### src/rtl/mem_port_arbiter_pkg.sv
// Shared constants for the memory port A arbiter: default bus widths,
// read-return owner tags and arbitration FSM state encodings.
package mem_port_arbiter_pkg;

    localparam int DEF_ADDR_W = 16;
    localparam int DEF_DATA_W = 16;

    // Owner tag carried from a grant to the following read-return cycle
    localparam logic [1:0] OWN_NONE = 2'b00;
    localparam logic [1:0] OWN_CPU  = 2'b01;
    localparam logic [1:0] OWN_EXT  = 2'b10;

    typedef enum logic {
        ST_IDLE       = 1'b0,
        ST_EXT_LOCKED = 1'b1
    } arb_state_t;

endpackage

### src/rtl/arb_read_return.sv
// One-cycle read return path: remembers who owned a read grant and steers
// the RAM's synchronous read data to that requester the following cycle.
// Each requester's rdata holds its last returned word between reads.
module arb_read_return
    import mem_port_arbiter_pkg::*;
#(
    parameter int DATA_W = DEF_DATA_W
) (
    input  logic              clock,
    input  logic              reset,
    input  logic              cpu_gnt,
    input  logic              ext_gnt,
    input  logic              mem_we,
    input  logic [DATA_W-1:0] mem_rdata,
    output logic              cpu_rvalid,
    output logic [DATA_W-1:0] cpu_rdata,
    output logic              ext_rvalid,
    output logic [DATA_W-1:0] ext_rdata
);

    logic [1:0]        owner_q;
    logic              rd_q;
    logic [DATA_W-1:0] cpu_hold_q;
    logic [DATA_W-1:0] ext_hold_q;

    // Tag the access issued this cycle so its data can be routed next cycle
    always_ff @(posedge clock) begin
        if (reset) begin
            owner_q <= OWN_NONE;
            rd_q    <= 1'b0;
        end else begin
            owner_q <= cpu_gnt ? OWN_CPU : (ext_gnt ? OWN_EXT : OWN_NONE);
            rd_q    <= (cpu_gnt | ext_gnt) & ~mem_we;
        end
    end

    // A return pending at reset time is dropped rather than delivered
    assign cpu_rvalid = rd_q && (owner_q == OWN_CPU) && !reset;
    assign ext_rvalid = rd_q && (owner_q == OWN_EXT) && !reset;

    // Capture returned words so rdata stays stable until the next return
    always_ff @(posedge clock) begin
        if (reset) begin
            cpu_hold_q <= '0;
            ext_hold_q <= '0;
        end else begin
            if (cpu_rvalid) cpu_hold_q <= mem_rdata;
            if (ext_rvalid) ext_hold_q <= mem_rdata;
        end
    end

    // Present RAM data in the valid cycle itself, the held copy afterwards
    assign cpu_rdata = cpu_rvalid ? mem_rdata : cpu_hold_q;
    assign ext_rdata = ext_rvalid ? mem_rdata : ext_hold_q;

endmodule

### src/rtl/mem_port_arbiter.sv
// Arbiter for memory port A shared by the CPU control path and an external
// requester. CPU has priority; the external side can lock the port for a
// burst. Define ARB_STARVE_GUARD_EN to add a starvation guard that lets a
// refused external request win once it has waited MAX_WAIT cycles.
// Handshake: req is a level held until gnt; gnt means the access reaches
// the RAM in that same cycle, so the requester may move on next cycle.
module mem_port_arbiter
    import mem_port_arbiter_pkg::*;
#(
    parameter int ADDR_W = DEF_ADDR_W,
    parameter int DATA_W = DEF_DATA_W
`ifdef ARB_STARVE_GUARD_EN
    ,
    parameter int MAX_WAIT = 4,
    parameter int WAIT_W   = 3
`endif
) (
    input  logic              clock,
    input  logic              reset,
    input  logic              cpu_req,
    input  logic              cpu_we,
    input  logic [ADDR_W-1:0] cpu_addr,
    input  logic [DATA_W-1:0] cpu_wdata,
    output logic              cpu_gnt,
    output logic              cpu_rvalid,
    output logic [DATA_W-1:0] cpu_rdata,
    input  logic              ext_req,
    input  logic              ext_we,
    input  logic              ext_lock,
    input  logic [ADDR_W-1:0] ext_addr,
    input  logic [DATA_W-1:0] ext_wdata,
    output logic              ext_gnt,
    output logic              ext_rvalid,
    output logic [DATA_W-1:0] ext_rdata,
    output logic              mem_en,
    output logic              mem_we,
    output logic [ADDR_W-1:0] mem_addr,
    output logic [DATA_W-1:0] mem_wdata,
    input  logic [DATA_W-1:0] mem_rdata,
    output arb_state_t        dbg_state
);

    arb_state_t state;
    arb_state_t state_next;
    logic       locked_hold;
    logic       guard_fire;

`ifdef ARB_STARVE_GUARD_EN
    logic [WAIT_W-1:0] wait_cnt;

    // Count cycles an external request is refused, saturating at MAX_WAIT
    always_ff @(posedge clock) begin
        if (reset) begin
            wait_cnt <= '0;
        end else if (ext_req && !ext_gnt) begin
            if (wait_cnt != WAIT_W'(MAX_WAIT)) wait_cnt <= wait_cnt + 1'b1;
        end else begin
            wait_cnt <= '0;
        end
    end

    assign guard_fire = (wait_cnt == WAIT_W'(MAX_WAIT));
`else
    assign guard_fire = 1'b0;
`endif

    // The lock only holds while ext_lock stays high; a low sample releases
    // the port in the same cycle so the CPU can win immediately.
    assign locked_hold = (state == ST_EXT_LOCKED) && ext_lock;
    assign dbg_state   = state;

    // Arbitration state register
    always_ff @(posedge clock) begin
        if (reset) state <= ST_IDLE;
        else       state <= state_next;
    end

    // Next-state: enter lock on a locked ext grant, leave when lock drops
    always_comb begin
        state_next = state;
        case (state)
            ST_IDLE:       if (ext_gnt && ext_lock) state_next = ST_EXT_LOCKED;
            ST_EXT_LOCKED: if (!ext_lock)           state_next = ST_IDLE;
            default:       state_next = ST_IDLE;
        endcase
    end

    // Grant decode: at most one grant, CPU first unless locked or guarded
    always_comb begin
        cpu_gnt = 1'b0;
        ext_gnt = 1'b0;
        if (!reset) begin
            if (locked_hold) begin
                ext_gnt = ext_req;
            end else if (cpu_req && ext_req) begin
                if (guard_fire) ext_gnt = 1'b1;
                else            cpu_gnt = 1'b1;
            end else begin
                cpu_gnt = cpu_req;
                ext_gnt = ext_req;
            end
        end
    end

    // RAM port mux: drive the winner's access, all zero when idle
    always_comb begin
        mem_en    = cpu_gnt | ext_gnt;
        mem_we    = 1'b0;
        mem_addr  = '0;
        mem_wdata = '0;
        if (cpu_gnt) begin
            mem_we    = cpu_we;
            mem_addr  = cpu_addr;
            mem_wdata = cpu_wdata;
        end else if (ext_gnt) begin
            mem_we    = ext_we;
            mem_addr  = ext_addr;
            mem_wdata = ext_wdata;
        end
    end

    arb_read_return #(
        .DATA_W (DATA_W)
    ) u_read_return (
        .clock      (clock),
        .reset      (reset),
        .cpu_gnt    (cpu_gnt),
        .ext_gnt    (ext_gnt),
        .mem_we     (mem_we),
        .mem_rdata  (mem_rdata),
        .cpu_rvalid (cpu_rvalid),
        .cpu_rdata  (cpu_rdata),
        .ext_rvalid (ext_rvalid),
        .ext_rdata  (ext_rdata)
    );

endmodule
### config.mk
export PLATFORM = sky130hd
export DESIGN_NAME = mem_port_arbiter
export DESIGN_NICKNAME = d
export VERILOG_FILES = /design/src/rtl/mem_port_arbiter_pkg.sv /design/src/rtl/arb_read_return.sv /design/src/rtl/mem_port_arbiter.sv
export SDC_FILE = /design/constraint.sdc
export NUM_CORES = 1
export LEC_CHECK = 0
export ABC_CLOCK_PERIOD_IN_PS = 1610
export CAP_MARGIN = 20
export CORE_UTILIZATION = 43
export DETAILED_ROUTE_END_ITERATION = 10
export PLACE_DENSITY = 0.88
export SETUP_SLACK_MARGIN = 0.15
export SLEW_MARGIN = 5
export SYNTH_ARGS = -nofsm -noshare
export SYNTH_HDL_FRONTEND = slang
export SYNTH_HIERARCHICAL = 1
export SYNTH_SLANG_ARGS = --single-unit
### constraint.sdc
create_clock -name clock -period 1.61 [get_ports clock]
set_input_delay 0.2415 -clock clock [delete_from_list [all_inputs] [get_ports clock]]
set_output_delay 0.2415 -clock clock [all_outputs]
set_load 0.01 [all_outputs]
* Word level (Yosys, flattened, before mapping)
Cells that the tools add are included.
** Storage, ports and cells
- Register bits after elaboration :: 36
- Bits in latches :: 0
- Memory bits (writable) :: 0
- Bits in read-only memories :: 0
- Bits of input ports :: 87
- Output and inout bits :: 71
- Logic and storage cells :: 40
- Memories :: 0
** Operators by class
- $add $sub $neg :: 0
- Multipliers :: 0
- Div/mod/pow operators :: 0
- Order comparisons :: 0
- Equality and inequality tests :: 2
- Shift operators :: 0
- Multiplexer cells :: 19
- Bitwise operators :: 4
- Reduce and logical (&&, ||, !) cells :: 9
** Operator list (count)
- $mux 16 :: 6
- $mux 1 :: 11
- $logic_and 1x1->1 :: 7
- $eq 2x1->1 const B :: 1
- $eq 2x2->1 const B :: 1
- $mux 2 :: 1
- $not 1->1 :: 2
- $pmux 1 s2 :: 1
- $reduce_or 2->1 :: 1
- $and 1x1->1 :: 1
- $logic_not 1->1 :: 1
- $or 1x1->1 :: 1

* Longest topological paths before layout
Gate-level depths: netlist of the first run.
- Depth after elaboration :: 8
- Mapped depth :: 6
- Mapped depth without buffers :: 4

* Hierarchy
Netlist of the first run, hierarchy kept.
** By module, submodules not included
- arb_read_return :: times used 1, cells each 172, area each 1816.7 um^2, seq. area each 700.7 um^2
- mem_port_arbiter :: times used 1, cells each 128, area each 1107.3 um^2, seq. area each 20.0 um^2

* Worst setup path after synthesis of the first run
Ideal clock, no wire load.
- Kind :: flip-flop to output port
- From :: register state, in the netlist dbg_state
- To :: output port mem_we
- Arrival :: 1070 ps
- Required time :: 1368 ps
- Setup slack :: 298 ps
- Stages on the path, launching flop included :: 4
- Path buffers :: 1
- Cell sequence :: dfxtp_1 and2_4 buf_6 o32ai_1
** On the way
- Longest elaborated chain between the ends :: 5
- Elaborated cells between the ends (all ways) :: 7
- Those cells by class :: mux: 6; reduce/logical: 1
** Ends and longest elaborated chain
- start: declaration :: line mem_port_arbiter.sv:43 : arb_state_t state;
- start signal: assignment :: line mem_port_arbiter.sv:75 : else state <= state_next;
- $logic_and 1x1->1 * :: line mem_port_arbiter.sv:69 : assign locked_hold = (state == ST_EXT_LOCKED) && ext_lock;
- $mux 1 :: line mem_port_arbiter.sv:93 : if (locked_hold) begin
- $mux 1 :: line mem_port_arbiter.sv:92 : if (!reset) begin
- $mux 1 :: line mem_port_arbiter.sv:115 : end else if (ext_gnt) begin
- $mux 1 * :: line mem_port_arbiter.sv:111 : if (cpu_gnt) begin
- end: declaration :: line mem_port_arbiter.sv:36 : output logic mem_we,
Mark *: on every way between the ends. The rest lies on a longest branch, timed or not.

* Worst setup path in the final report of the first run
- From :: register u_read_return.owner_q[0]
- To :: output port ext_rdata[3]
** On the way
- Longest elaborated chain between the ends :: 4
** Ends and longest elaborated chain
- start: declaration :: line arb_read_return.sv:21 : logic [1:0] owner_q;
- start signal: assignment :: line arb_read_return.sv:32 : owner_q <= cpu_gnt ? OWN_CPU : (ext_gnt ? OWN_EXT : OWN_NONE);
- $eq 2x2->1 :: line arb_read_return.sv:39 : assign ext_rvalid = rd_q && (owner_q == OWN_EXT) && !reset;
- $logic_and 1x1->1 (2 in a row) :: line arb_read_return.sv:39
- $mux 16 :: line arb_read_return.sv:54 : assign ext_rdata = ext_rvalid ? mem_rdata : ext_hold_q;
- end: declaration :: line mem_port_arbiter.sv:34 : output logic [DATA_W-1:0] ext_rdata,
Every way passes these cells.

==> insert_results.sql, run 1 <==
INSERT INTO impl_metrics (metric_group, metric, value, unit) VALUES
('timing', 'worst_slack', '-130', 'ps'),
('timing', 'finalSetupTns', '-4890', 'ps'),
('yosys', 'post_synth.cell_area_avg', '9.75', 'um^2'),
('pwr', 'power.static_leakage', '0.00261', 'uW'),
('timing', 'finalClockSkew', '10.4', 'ps'),
('die', 'design.core.area', '0.00646', 'mm^2'),
('pwr', 'intPower', '1870', 'uW'),
('pwr', 'pwr-share-comb', '33.7', '%'),
('yosys', 'ys_types', '23', ''),
('yosys', 'syn-num-nets', '387', ''),
('yosys', 'synthesis.yosys.warnings', '6', ''),
('timing', 'fin_crit', '1740', 'ps'),
('setup_path', 'reg2reg_setup_slack', '180', 'ps'),
('pwr', 'clock_power_share', '31.1', '%'),
('placed_design', 'routabilityCongestion', '0.879', ''),
('setup_path', 'worst_setup_path_end_kind', 'output pin', ''),
('detailed_routing', 'first_pass_iters', '9', ''),
('setup_path', 'cp_slowest_stage_delay', '360', 'ps'),
('global_routing', 'grt_first_pass_wirelength', '16.9', 'mm'),
('run_status', 'result_of_the_run', 'complete, but fails checks', ''),
('setup_path', 'crit_path_start', 'u_read_return/owner_q[0]$_SDFF_PP0_', ''),
('layout', 'multi_input_comb_area', '0.00225', 'mm^2'),
('timing', 'maxSlewHeadroom', '80.4', '%'),
('timing', 'final_hold_viol_count', '0', ''),
('placed_design', 'placed_area', '0.00490', 'mm^2'),
('layout', 'final_area', '0.00563', 'mm^2'),
('min_path', 'hp-start', 'u_read_return/cpu_hold_q[1]$_SDFF_PP0_', ''),
('cts', 'clock_latency', '290', 'ps'),
('yosys', 'synth_seq_cells', '36', ''),
('run_status', 'violations_in_the_final_reports', 'design-rule violations, negative setup slack', ''),
('layout', 'final_layout_size_suffix_gt1_share', '46.7', '%'),
('yosys', 'synthCells', '300', ''),
('cts', 'number_of_sinks_on_the_clock_net', '36', ''),
('layout', 'antenna_cells_inserted', '0', ''),
('pwr', 'peakVddDrop', '609', 'uV'),
('detailed_routing', 'via_to_cell_ratio', '5.54', ''),
('setup_path', 'cell_with_the_largest_stage_delay_on_the_worst_path', 'sky130_fd_sc_hd__dfxtp_4', ''),
('detailed_routing', 'drcViolationCount', '9', ''),
('pwr', 'power.share.sequential', '35.2', '%'),
('job', 'timing.max_cap.violations', '0', ''),
('setup_path', 'worst_ep_required_time', '1370', 'ps'),
('die', 'floorplan_row_count', '29', ''),
('timing', 'max_slew_vio_count', '0', ''),
('timing', 'maximum_achievable_frequency', '0.575', 'GHz'),
('cts', 'cts_buffers', '5', ''),
('placed_design', 'placement.io_buffers', '157', ''),
('pwr', 'switchingPower', '713', 'uW'),
('detailed_routing', 'first_iter_violations', '174', ''),
('cts', 'clk_pin_slew', '80', 'ps'),
('die', 'start_util', '45.3', '%'),
('setup_path', 'worstSetupEndpoint', 'ext_rdata[3]', ''),
('yosys', 'netlist_area', '0.00292', 'mm^2'),
('timing', 'finalSetupViolCount', '58', ''),
('setup_path', 'critPathArrivalTime', '1500', 'ps'),
('setup_path', 'cpLargestDelayFamily', 'buffers and inverters', ''),
('setup_path', 'endpoint_of_the_worst_register_to_register_path', 'u_read_return/rd_q$_SDFF_PP0_', ''),
('cts', 'clock_tree_from_tritoncts', 'yes', ''),
('pwr', 'power_switching_share', '27.7', '%'),
('cts', 'cts-root-to-sink-buffers', '2', ''),
('setup_path', 'ff2ff_path_depth', '8', ''),
('layout', 'areaGrowthSynthToFinish', '92.6', '%'),
('setup_path', 'worstSetupPathDepth', '6', ''),
('global_routing', 'grt_pass1_vias', '3321', ''),
('cts', 'cts.htree.levels', '2', ''),
('timing', 'worst-slew-pin-transition', '294', 'ps'),
('timing', 'post-route-period-util', '108', '%'),
('cts', 'cts-hold-fix-buffers', '0', ''),
('setup_path', 'critical_path.cell_chain', 'nand4bb_4 > buf_12 > buf_8 > buf_8 > o2bb2ai_2 > buf_2', ''),
('detailed_routing', 'antenna_left', '0', ''),
('global_routing', 'globalRoute.totalOverflow', '0', ''),
('detailed_routing', 'detail_route.wirelength', '11.8', 'mm');
worst reg2reg max path: cells and delay by family, from the launching register on:
family	cells	cell delay, ps
buf+inv	5	590
flops	1	340
compound gates	2	260
simple gates	1	150
flip-flops by register name, indices dropped and copies added (netlist names):
name / count
u_read_return/ext_hold_q: 16
u_read_return/cpu_hold_q: 16
u_read_return/owner_q: 2
dbg_state: 1
u_read_return/rd_q: 1
metrics by stage:
stage / util (%) / power [uW] / setup WS [ps] / hold slack (ps) / instances
floorplan: - / 1250 / 298 / 390 / 300
global placement: 75.8 / 1690 / -533 / 460 / 556
detailed placement: 75.8 / 1710 / -595 / 468 / 556
CTS: 80.9 / 2490 / -202 / 444 / 586
global route: 87.2 / 2680 / -178 / 497 / 595
finish: 87.2 / 2580 / -130 / 486 / 595
cell usage after synthesis:
cell                        number  share of area [%]
sky130_fd_sc_hd__nor2b_1         2               0.43
sky130_fd_sc_hd__inv_1          36                4.6
sky130_fd_sc_hd__dfxtp_1        36                 25
sky130_fd_sc_hd__and2_4          1               0.30
sky130_fd_sc_hd__buf_6          16                6.2
sky130_fd_sc_hd__o2bb2ai_1      32                9.6
sky130_fd_sc_hd__o32ai_1         5                1.5
sky130_fd_sc_hd__o32ai_2        28                 16
sky130_fd_sc_hd__nand4bb_1       2               0.77
sky130_fd_sc_hd__o211a_1         1               0.34
sky130_fd_sc_hd__clkbuf_1       11                1.4
sky130_fd_sc_hd__a21boi_2        1               0.39
sky130_fd_sc_hd__nand2b_1       50                 11
sky130_fd_sc_hd__nand3b_1       33                8.5
sky130_fd_sc_hd__o21ai_0         1               0.17
sky130_fd_sc_hd__buf_2           3               0.51
sky130_fd_sc_hd__nor3_1          1               0.17
sky130_fd_sc_hd__nand3b_4        2                1.4
sky130_fd_sc_hd__mux2i_1        32                 11
sky130_fd_sc_hd__nor3b_1         1               0.26
sky130_fd_sc_hd__nor2_1          3               0.39
sky130_fd_sc_hd__buf_8           2                1.0
sky130_fd_sc_hd__buf_4           1               0.26
timing repair:
action                     CTS  global route
setup endpoints to repair   71            71
resized for setup          356            36
cloned                       1             5
hold endpoints to repair     0             0
setup buffers               21             4
pin swaps                   13            32
worst min-delay path by stage:
stage | to | slack, ps | depth (start not counted)
after floorplan | dbg_state$_SDFF_PP0_ | 390 | 1
after global placement | u_read_return/cpu_hold_q[0]$_SDFF_PP0_ | 460 | 2
after detailed placement | u_read_return/ext_hold_q[14]$_SDFF_PP0_ | 470 | 2
after CTS | u_read_return/cpu_hold_q[5]$_SDFF_PP0_ | 440 | 4
after global routing | u_read_return/rd_q$_SDFF_PP0_ | 500 | 4
final | u_read_return/cpu_hold_q[1]$_SDFF_PP0_ | 490 | 2
logic make-up (layout without fill, tap and decap cells):
kind of cell	after synthesis	count (layout)	share of synthesized area, %
buffers and inverters	69	287	14.0
muxes	32	32	11.0
DFF	36	36	24.6
AOI/OAI and AO/OA	68	68	27.6
and+or+nand+nor	95	95	22.8
power by group through the flow:
stage               logic (uW)  registers, uW  clock network (uW)
global route               911            910                 857
floorplan                  320            928                   0
finish                     868            909                 802
detailed placement         782            928                   0
global placement           766            928                   0
CTS                        782            907                 798
layout by cell type (no fill, tap or decap), types with 8 or more instances in the layout:
cell and instances:
sky130_fd_sc_hd__o2bb2ai_2 20, sky130_fd_sc_hd__mux2i_1 32, sky130_fd_sc_hd__o2bb2ai_4 8, sky130_fd_sc_hd__buf_12 15, sky130_fd_sc_hd__inv_1 34, sky130_fd_sc_hd__clkdlybuf4s50_1 82, sky130_fd_sc_hd__buf_4 42, sky130_fd_sc_hd__buf_6 32
sky130_fd_sc_hd__o32ai_2 27, sky130_fd_sc_hd__dfxtp_1 32, sky130_fd_sc_hd__nand2b_1 49, sky130_fd_sc_hd__buf_2 58, sky130_fd_sc_hd__nand3b_1 33
area by class of cell:
cell class | instances | share of cell area (%)
Timing Repair Buffer | 243 | 41.0
Tap cell | 77 | 1.71
Clock buffer | 6 | 1.29
Inverter | 36 | 2.44
Clock inverter | 2 | 0.622
Multi-Input combinational cell | 195 | 39.9
Sequential cell | 36 | 13.0
per-layer routing:
layer  share of wire, %  vias up  GRT usage [%]
met3                4.8       44           4.62
met5                  0        -              0
li1                   -     1526              -
met1                 39     1593           34.7
met4                4.3        0           11.9
met2                 52      134           54.3
Note: power is estimated with default switching activity, not from simulation.
==> run 2, diff against run 1 <==
Settings changed: ABC_AREA set to 1, CAP_MARGIN 20 to not set, CORE_UTILIZATION 43 to 38, PLACE_DENSITY 0.88 to 0.87, SETUP_SLACK_MARGIN 0.15 to 0.02.
==> insert_results.sql, run 2 <==
INSERT INTO impl_metrics (metric_group, metric, value, unit) VALUES
('run_status', 'result_of_the_run', 'stopped before the end', ''),
('run_status', 'lastStage', 'global routing (5_1_grt)', ''),
('run_status', 'stop_error', '[ERROR DPL-0038] Utilization greater than 100%, impossible to legalize', ''),
('yosys', 'synth_top_cell_area_share', '31.7', '%'),
('yosys', 'yosysMostFrequentCell', 'sky130_fd_sc_hd__nand2_1', ''),
('timing', 'worst-endpoint-pin-kind', 'output port', ''),
('yosys', 'synthesis.yosys.warnings', '6', ''),
('cts', 'number_of_sinks_on_the_clock_net', '36', ''),
('yosys', 'yosys_most_used_dff', 'sky130_fd_sc_hd__dfxtp_1', ''),
('cts', 'cts.htree.levels', '2', ''),
('die', 'floorplan_row_count', '27', ''),
('placed_design', 'routabilityCongestion', '0.887', ''),
('cts', 'cts-hold-fix-buffers', '0', ''),
('yosys', 'synthDominantAreaCellType', 'sky130_fd_sc_hd__dfxtp_1', ''),
('yosys', 'netlist_area', '0.00227', 'mm^2'),
('timing', 'worst_endpoint_from_the_post_global_route_timing_repair', 'ext_rdata[9]', ''),
('cts', 'cts_buffers', '5', ''),
('placed_design', 'dp_hpwl', '5.85', 'mm'),
('placed_design', 'placement.io_buffers', '157', ''),
('cts', 'cts-root-to-sink-buffers', '2', ''),
('global_routing', 'grt_start_max_net_pins', '25', ''),
('yosys', 'synthArstFlopShare', '0', '%'),
('yosys', 'syn-num-nets', '479', ''),
('yosys', 'post_synth.cell_area_avg', '5.80', 'um^2'),
('die', 'ios', '158', ''),
('die', 'die_x', '79.3', 'um'),
('placed_design', 'place_ws', '-675', 'ps'),
('yosys', 'synth-edff-count', '0', ''),
('yosys', 'ys_types', '18', ''),
('cts', 'cts.root.buffer_cell', 'sky130_fd_sc_hd__clkbuf_8', ''),
('yosys', 'synthCells', '392', ''),
('yosys', 'synthTopCellsByCount', '135 x sky130_fd_sc_hd__nand2_1, 86 x sky130_fd_sc_hd__inv_1, 65 x sky130_fd_sc_hd__nand3_1', ''),
('yosys', 'sequential_element_share_of_the_synthesized_area', '31.7', '%'),
('yosys', 'synthTopCellsByArea', 'sky130_fd_sc_hd__dfxtp_1 32%, sky130_fd_sc_hd__nand2_1 22%, sky130_fd_sc_hd__nand3_1 14%', ''),
('yosys', 'synth_seq_cells', '36', ''),
('placed_design', 'placed_cells_incl_taps', '638', ''),
('die', 'die_height', '79.3', 'um'),
('die', 'start_util', '40.3', '%');
run 2: cell types whose count changed after synthesis, sizes merged, moves of 8 or more:
cell,delta
nand2,+138
nand3,+66
nand2b,-50
nor2,+36
mux2i,-32
clkbuf,-8
nand3b,-35
inv,+55
o32ai,-33
o2bb2ai,-32
run 2: kinds of logic after synthesis:
group / Yosys count / share of synthesized area, %
compound gates: 1 / 0.220
flops: 36 / 31.7
buf+inv: 111 / 21.4
simple gates: 244 / 46.7
run 2: metrics by stage:
step           instance area (um^2)  utilization, %  hold WS (ps)
4_1_cts                        4760            84.3           358
2_1_floorplan                  2270               -           364
3_5_place_dp                   4110            72.8           516
3_3_place_gp                   4110            72.8           511
run 2: repair_timing:
item                                    CTS
pin swaps                                32
gates cloned                              8
setup buffers                            65
endpoints found under the setup margin   70
hold endpoints to repair                  0
gates resized for setup                 323
==> run 3, diff against run 2 <==
Settings changed: PLACE_DENSITY 0.87 to not set, PLACE_DENSITY_LB_ADDON set to 0.15, SETUP_SLACK_MARGIN 0.02 to not set.
==> insert_results.sql, run 3 <==
INSERT INTO impl_metrics (metric_group, metric, value, unit) VALUES
('yosys', 'synth_compound_gate_area_share', '0.220', '%'),
('yosys', 'synthTopCellsByArea', 'sky130_fd_sc_hd__dfxtp_1 32%, sky130_fd_sc_hd__nand2_1 22%, sky130_fd_sc_hd__nand3_1 14%', ''),
('yosys', 'synth_top_cell_area_share', '31.7', '%'),
('run_status', 'stop_error', '[ERROR DPL-0038] Utilization greater than 100%, impossible to legalize', ''),
('die', 'die_x', '79.3', 'um'),
('die', 'floorplan_row_count', '27', ''),
('placed_design', 'routabilityCongestion', '0.848', ''),
('yosys', 'multiplexer_share_of_the_synthesized_area', '0', '%'),
('cts', 'cts-root-to-sink-buffers', '2', ''),
('die', 'ios', '158', ''),
('yosys', 'yosys_most_used_dff', 'sky130_fd_sc_hd__dfxtp_1', ''),
('yosys', 'synthDominantAreaCellType', 'sky130_fd_sc_hd__dfxtp_1', ''),
('yosys', 'combinational_family_with_the_most_area_after_synthesis', 'simple AND/OR/NAND/NOR gates', ''),
('yosys', 'post_synth.cell_area_avg', '5.80', 'um^2'),
('placed_design', 'placement.io_buffers', '157', ''),
('run_status', 'lastStage', 'global routing (5_1_grt)', ''),
('yosys', 'synth_seq_cells', '36', ''),
('cts', 'cts.htree.levels', '2', ''),
('yosys', 'synthArstFlopShare', '0', '%'),
('yosys', 'netlist_area', '0.00227', 'mm^2'),
('timing', 'worst-endpoint-pin-kind', 'output port', ''),
('yosys', 'synthCells', '392', ''),
('global_routing', 'grt_start_max_net_pins', '21', ''),
('die', 'start_util', '40.3', '%'),
('placed_design', 'placed_area', '0.00412', 'mm^2'),
('yosys', 'ys_types', '18', ''),
('yosys', 'synthSimpleGateAreaFrac', '46.7', '%'),
('yosys', 'synthesis.yosys.warnings', '6', ''),
('cts', 'cts_buffers', '5', ''),
('yosys', 'sequential_element_share_of_the_synthesized_area', '31.7', '%'),
('yosys', 'synth-edff-count', '0', ''),
('yosys', 'yosysMostFrequentCell', 'sky130_fd_sc_hd__nand2_1', ''),
('placed_design', 'dp_hpwl', '5.77', 'mm'),
('yosys', 'synthTopCellsByCount', '135 x sky130_fd_sc_hd__nand2_1, 86 x sky130_fd_sc_hd__inv_1, 65 x sky130_fd_sc_hd__nand3_1', ''),
('run_status', 'result_of_the_run', 'stopped before the end', ''),
('cts', 'number_of_sinks_on_the_clock_net', '36', ''),
('die', 'die_height', '79.3', 'um'),
('cts', 'cts-hold-fix-buffers', '0', ''),
('yosys', 'syn-num-nets', '479', ''),
('yosys', 'synth_adder_area_share', '0', '%'),
('yosys', 'synth_xor_xnor_area_share', '0', '%'),
('timing', 'worst_endpoint_from_the_post_global_route_timing_repair', 'ext_rdata[15]', ''),
('cts', 'cts.root.buffer_cell', 'sky130_fd_sc_hd__clkbuf_8', '');
run 3: timing repair:
item,4_1_cts
cloned,10
resized for setup,372
buffers inserted,93
pin swaps,30
setup endpoints to repair,70
run 3: through the flow:
step	utilization (%)	std cells	setup TNS, ps	hold slack (ps)	worst slack, ps
after global placement	73.0	638	-38600	508	-594
after floorplan	-	392	0	364	350
after detailed placement	73.0	638	-39130	515	-623
after CTS	90.7	748	-2090	362	-115
run 3: kinds of logic after synthesis:
group | after synthesis
compound gates | 1
buf+inv | 111
flops | 36
simple gates | 244
